==> src/rtl/mem_load_sequencer.sv <==
// Load sequencer for the input (feature-map) and kernel memories: takes address/data
// pairs from the a/b host streams, filters them per region and raises data_ready when both regions are full.
module mem_load_sequencer #(
    parameter int IO_DATA_WIDTH = 16,
    parameter int INPUT_WORDS   = 32768,
    parameter int KERNEL_WORDS  = 512
) (
    input  logic                     clk,
    input  logic                     arst_n_in,
    input  logic                     load_start,
    input  logic [IO_DATA_WIDTH-1:0] a_input,
    input  logic                     a_valid,
    output logic                     a_ready,
    input  logic [IO_DATA_WIDTH-1:0] b_input,
    input  logic                     b_valid,
    output logic                     b_ready,
    output logic                     int_mem_we,
    output logic [IO_DATA_WIDTH-1:0] int_mem_addr,
    output logic [IO_DATA_WIDTH-1:0] int_mem_din,
    output logic                     data_ready,
    input  logic                     compute_done,
    output logic                     busy,
    output logic                     load_err
);

    localparam int MAX_WORDS = (INPUT_WORDS > KERNEL_WORDS) ? INPUT_WORDS : KERNEL_WORDS;
    localparam int CNT_W     = (MAX_WORDS > 0) ? $clog2(MAX_WORDS + 1) : 1;

    localparam logic [CNT_W-1:0] INPUT_EXP    = CNT_W'(INPUT_WORDS);
    localparam logic [CNT_W-1:0] KERNEL_EXP   = CNT_W'(KERNEL_WORDS);
    localparam logic [31:0]      INPUT_DEPTH  = INPUT_WORDS;
    localparam logic [31:0]      KERNEL_DEPTH = KERNEL_WORDS;
    localparam logic             NOTHING_TO_LOAD = (INPUT_WORDS == 0) && (KERNEL_WORDS == 0);

    typedef enum logic [1:0] {
        S_IDLE  = 2'd0,
        S_LOAD  = 2'd1,
        S_FLUSH = 2'd2,
        S_READY = 2'd3
    } state_e;

    state_e                 state_q, state_d;
    logic [CNT_W-1:0]       cnt_in_q, cnt_in_d;
    logic [CNT_W-1:0]       cnt_k_q, cnt_k_d;
    logic                   we_q, we_d;
    logic [IO_DATA_WIDTH-1:0] addr_q, addr_d;
    logic [IO_DATA_WIDTH-1:0] din_q, din_d;
    logic                   err_q, err_d;

    logic        region;
    logic [14:0] word_addr;
    logic        in_range;
    logic        has_room;
    logic        xfer;

    assign region    = a_input[15];
    assign word_addr = a_input[14:0];
    assign in_range  = region ? ({17'd0, word_addr} < KERNEL_DEPTH)
                              : ({17'd0, word_addr} < INPUT_DEPTH);
    assign has_room  = region ? (cnt_k_q < KERNEL_EXP) : (cnt_in_q < INPUT_EXP);
    // Both readies are high only in LOAD, so a handshake is just both valids there.
    assign xfer      = (state_q == S_LOAD) && a_valid && b_valid;

    always_comb begin
        // NOTE: every signal gets a default before the case so no path leaves it unassigned (no latches).
        state_d  = state_q;
        cnt_in_d = cnt_in_q;
        cnt_k_d  = cnt_k_q;
        we_d     = 1'b0;
        addr_d   = addr_q;
        din_d    = din_q;
        err_d    = err_q;

        unique case (state_q)
            S_IDLE: begin
                if (load_start) begin
                    cnt_in_d = '0;
                    cnt_k_d  = '0;
                    err_d    = 1'b0;
                    state_d  = NOTHING_TO_LOAD ? S_FLUSH : S_LOAD;
                end
            end
            S_LOAD: begin
                if (xfer) begin
                    if (in_range && has_room) begin
                        we_d   = 1'b1;
                        addr_d = a_input;
                        din_d  = b_input;
                        if (region) cnt_k_d  = cnt_k_q + CNT_W'(1);
                        else        cnt_in_d = cnt_in_q + CNT_W'(1);
                        if ((cnt_in_d == INPUT_EXP) && (cnt_k_d == KERNEL_EXP)) begin
                            state_d = S_FLUSH;
                        end
                    end else begin
                        err_d = 1'b1;
                    end
                end
            end
            // One extra cycle lets the final write strobe land before data_ready rises.
            S_FLUSH: state_d = S_READY;
            S_READY: begin
                if (compute_done) state_d = S_IDLE;
            end
            default: state_d = S_IDLE;
        endcase
    end

    // NOTE: state registers use non-blocking assignments; addr/din are reset too so outputs are 0 after reset.
    always_ff @(posedge clk or negedge arst_n_in) begin
        if (!arst_n_in) begin
            state_q  <= S_IDLE;
            cnt_in_q <= '0;
            cnt_k_q  <= '0;
            we_q     <= 1'b0;
            addr_q   <= '0;
            din_q    <= '0;
            err_q    <= 1'b0;
        end else begin
            state_q  <= state_d;
            cnt_in_q <= cnt_in_d;
            cnt_k_q  <= cnt_k_d;
            we_q     <= we_d;
            addr_q   <= addr_d;
            din_q    <= din_d;
            err_q    <= err_d;
        end
    end

    assign a_ready      = (state_q == S_LOAD);
    assign b_ready      = (state_q == S_LOAD);
    assign busy         = (state_q == S_LOAD) || (state_q == S_FLUSH);
    assign data_ready   = (state_q == S_READY);
    assign int_mem_we   = we_q;
    assign int_mem_addr = addr_q;
    assign int_mem_din  = din_q;
    assign load_err     = err_q;

endmodule

==> config.mk <==
export PLATFORM = sky130hd
export DESIGN_NAME = mem_load_sequencer
export DESIGN_NICKNAME = d
export VERILOG_FILES = /design/src/rtl/mem_load_sequencer.sv
export SDC_FILE = /design/constraint.sdc
export NUM_CORES = 1
export LEC_CHECK = 0
export CORE_ASPECT_RATIO = 1.5
export CORE_MARGIN = 2
export CORE_UTILIZATION = 51
export DETAILED_ROUTE_END_ITERATION = 10
export PLACE_DENSITY = 0.86
export SYNTH_ARGS = -nofsm -noshare
export SYNTH_HDL_FRONTEND = slang
export SYNTH_SLANG_ARGS = --single-unit
==> constraint.sdc <==
create_clock -name clk -period 3.1 [get_ports clk]
set_input_delay 0.775 -clock clk [delete_from_list [all_inputs] [get_ports clk]]
set_output_delay 0.775 -clock clk [all_outputs]
set_load 0.05 [all_outputs]
==> flow_summary.toml, run 1 <==
[cts]
root_buffer = "clkbuf_8"
clkLatencyLatePin_ns = 0.37
htreeDepth = 3
tritoncts = "yes"
postCtsSetupRepairBufs = 0
clock_path_buffers = 2
postCtsHoldBufs = 0
cts.sinks = 68
clkTransAtPathRegs_ns = 0.07
cts_resized = 0
cts_buffers = 9

[worst_setup_path]
cp_data_required_time_ns = 2.32
crit_fanout = 9
worstSetupPathType = "flop to output port"
worst_path_largest_cell_delay_ns = 0.86
worst-r2r-setup-slack_ns = 0.51
r2r-start = "cnt_k_q[0]"
path_delay_family = "buffers and inverters"
arrival_ns = 2.06
reg2reg_depth = 8
crit_path_cell_trace = "inv_1 > ha_1 > clkdlybuf4s50_1"
end_kind = "output port"
r2r-end = "state_q[1]"
cpMaxStageDelayCell = "clkdlybuf4s50_1"
startpoint_type = "flop"
critPathBufInv = 2

[route]
drc = 0
drt_iter0_markers = 230
drtAntennaViolNets = 0
wl_um = 9613
via_count = 3140
dr.pass1.iters = 4
via_per_inst = 5.958
post_drt_wl_per_cell_um = 18.24

[final_layout]
layout_common_cells = "clkdlybuf4s50_1 (73), dfrtp_1 (68), mux2_2 (33)"
antenna_cells = 0
design_area_um2 = 4785
fin_cells = 527
final_common_cell = "clkdlybuf4s50_1"
drive_above_1_share_pct = 19.82
syn_to_final_growth_pct = 35.89
design.final.nets = 488

[timing]
final_hold_viol_count = 0
setup-violations-final = 0
tightest_slew_ns = 0.7252
finalCritPeriodShare_pct = 91.46
rsz0062_at_grt = "false"
maxSlewHeadroom_pct = 51.66
fin_skew_ns = 0.01015
finalMaxSlewViolations = 0
fmax_ghz = 0.3527
min_period_ns = 2.835

[power]
power_density_nw_per_um2 = 556.2
p_leak_nw = 1.994
peakVddDrop_uv = 528.3

[global_route]
gr-usage-met1_pct = 30.69
grt_max_degree = 40
grt_overflow = 0
use_met2_pct = 47.29
grt_usage_pct = 26.84
grt_pass1_wl_um = 15700
grt.busiest_layer = "met2"
antenna_found_initial = 0
grt_use_met3_pct = 4.971
grt_pass1_vias = 3335

[floorplan]
die_h_um = 105.8
start_util_pct = 52.09
die_x_um = 71.84
coreArea_um2 = 6759
core.rowCount = 37
ios = 76
die_area_um2 = 7598

[logic_synthesis]
synthArstFlopShare_pct = 100.0
ys_seq_area_share_pct = 48.33
synth_edf_count = 0
synth-seq-cells = 68
synth.avg_cell_area_um2 = 10.26
ys.flop_type = "dfrtp_1"
synth_cell_types = 55
syn_nets = 387
syn_area_um2 = 3521
synth-warning-count = 0
syn_inst = 343

[place]
place.gp.congestion = 0.9135
postPlaceCellArea_um2 = 4547
post-dp-hpwl_um = 6755
port_buffers = 75
dpl.cell_count = 511

[outcome]
outcome = "finished, final reports clean"

[hold_path]
min-delay-path-class = "input port to async pin"

[job]
cap_violations = 0
==> cell families (layout without fill, tap and decap cells) <==
kind of cell	Yosys count	in the layout	synth area share (%)
xor gates and xnor gates	6	6	1.493
buffers and inverters	23	129	3.056
and+or+nand+nor	126	126	19.23
DFF	68	68	48.33
adders and majority gates	6	6	2.132
AOI/OAI and AO/OA	75	75	13.40
muxes	39	39	12.37
==> sequential cells by signal, summed over array words and instances (netlist names) <==
name,count
load_err,1
int_mem_addr,16
cnt_k_q,16
state_q,2
int_mem_din,16
int_mem_we,1
cnt_in_q,16
==> metrics by stage <==
stage | hold slack, ns | util, % | power, mW | TNS (ns) | setup WS [ns]
5_1_grt | 0.5137 | 70.79 | 2.747 | 0 | 0.2009
3_3_place_gp | 0.4896 | 67.27 | 1.785 | -1.714 | -0.1309
2_1_floorplan | 0.4794 | - | 1.511 | 0 | 0.5335
3_5_place_dp | 0.4944 | 67.27 | 1.809 | -7.474 | -0.2066
4_1_cts | 0.4738 | 70.75 | 2.672 | 0 | 0.1525
6_report | 0.4671 | 70.79 | 2.661 | 0 | 0.2647
==> cells in the mapped netlist (3+ instances only) <==
cell type / count / share of area (%)
nor2b_1: 7 / 1.2
mux2_1: 3 / 0.96
a21oi_1: 11 / 1.6
nor4_1: 7 / 1.2
buf_2: 7 / 0.99
and4_1: 3 / 0.75
nand3_1: 17 / 2.4
ha_1: 6 / 2.1
inv_1: 6 / 0.64
xnor2_1: 5 / 1.2
and3_1: 3 / 0.53
o21ai_0: 30 / 4.3
dfrtp_1: 68 / 48
nand2_1: 20 / 2.1
a31oi_1: 4 / 0.71
nor2_1: 28 / 3.0
clkbuf_1: 7 / 0.75
nand4_1: 10 / 1.8
mux2_2: 33 / 11
nor3_1: 4 / 0.57
and2_1: 7 / 1.2
mux2i_1: 3 / 0.85
o31ai_1: 7 / 1.5
nand2b_1: 6 / 1.1
a2bb2oi_1: 3 / 0.75
==> per-layer routing <==
layer  vias to the layer above  wire (um)
met3                        17        442
met2                        93       5353
met4                         0        225
met5                         -          0
met1                      1571       3592
li1                       1459          -
==> layout make-up <==
type	count	area, um^2
Fill cell	461	1974
Multi-Input combinational cell	252	1714
Sequential cell	68	1702
Timing Repair Buffer	107	1013
Clock buffer	11	151.4
Tap cell	78	97.59
Clock inverter	5	83.83
Inverter	6	22.52
==> how the worst max path moves through the flow <==
stage | end | cells after the start | slack [ns] | startpoint
final | a_ready | 3 | 0.26 | state_q[1]
after global routing | b_ready | 3 | 0.20 | state_q[1]
after CTS | state_q[1] | 8 | 0.15 | a_input[15]
after detailed placement | state_q[1] | 8 | -0.21 | a_input[15]
after global placement | state_q[1] | 8 | -0.13 | a_input[15]
after floorplan | state_q[1] | 8 | 0.53 | a_input[15]
==> where the power goes <==
| part | internal [mW] | switching [mW] |
|---|---|---|
| registers | 0.984 | 0.0778 |
| clock network | 0.498 | 0.360 |
| logic | 0.292 | 0.449 |
| total | 1.77 | 0.887 |
No activity file was read; power rests on OpenSTA's default activity.
==> inputs of run 2 (changes only) <==
--- a/config.mk
+++ b/config.mk
@@ -10,6 +10,7 @@
 export CORE_UTILIZATION = 51
 export DETAILED_ROUTE_END_ITERATION = 10
 export PLACE_DENSITY = 0.86
+export SLEW_MARGIN = 20
 export SYNTH_ARGS = -nofsm -noshare
 export SYNTH_HDL_FRONTEND = slang
 export SYNTH_SLANG_ARGS = --single-unit
==> results of run 2 <==
Final layout, timing and power as in run 1 (identical DEF).
==> inputs of run 3 (changes only) <==
--- a/config.mk
+++ b/config.mk
@@ -8,6 +8,7 @@
 export CORE_ASPECT_RATIO = 1.5
 export CORE_MARGIN = 2
 export CORE_UTILIZATION = 51
+export CTS_CLUSTER_SIZE = 12
 export DETAILED_ROUTE_END_ITERATION = 10
 export PLACE_DENSITY = 0.86
 export SLEW_MARGIN = 20
==> results of run 3 <==
Final layout, timing and power as in run 1 (identical DEF).
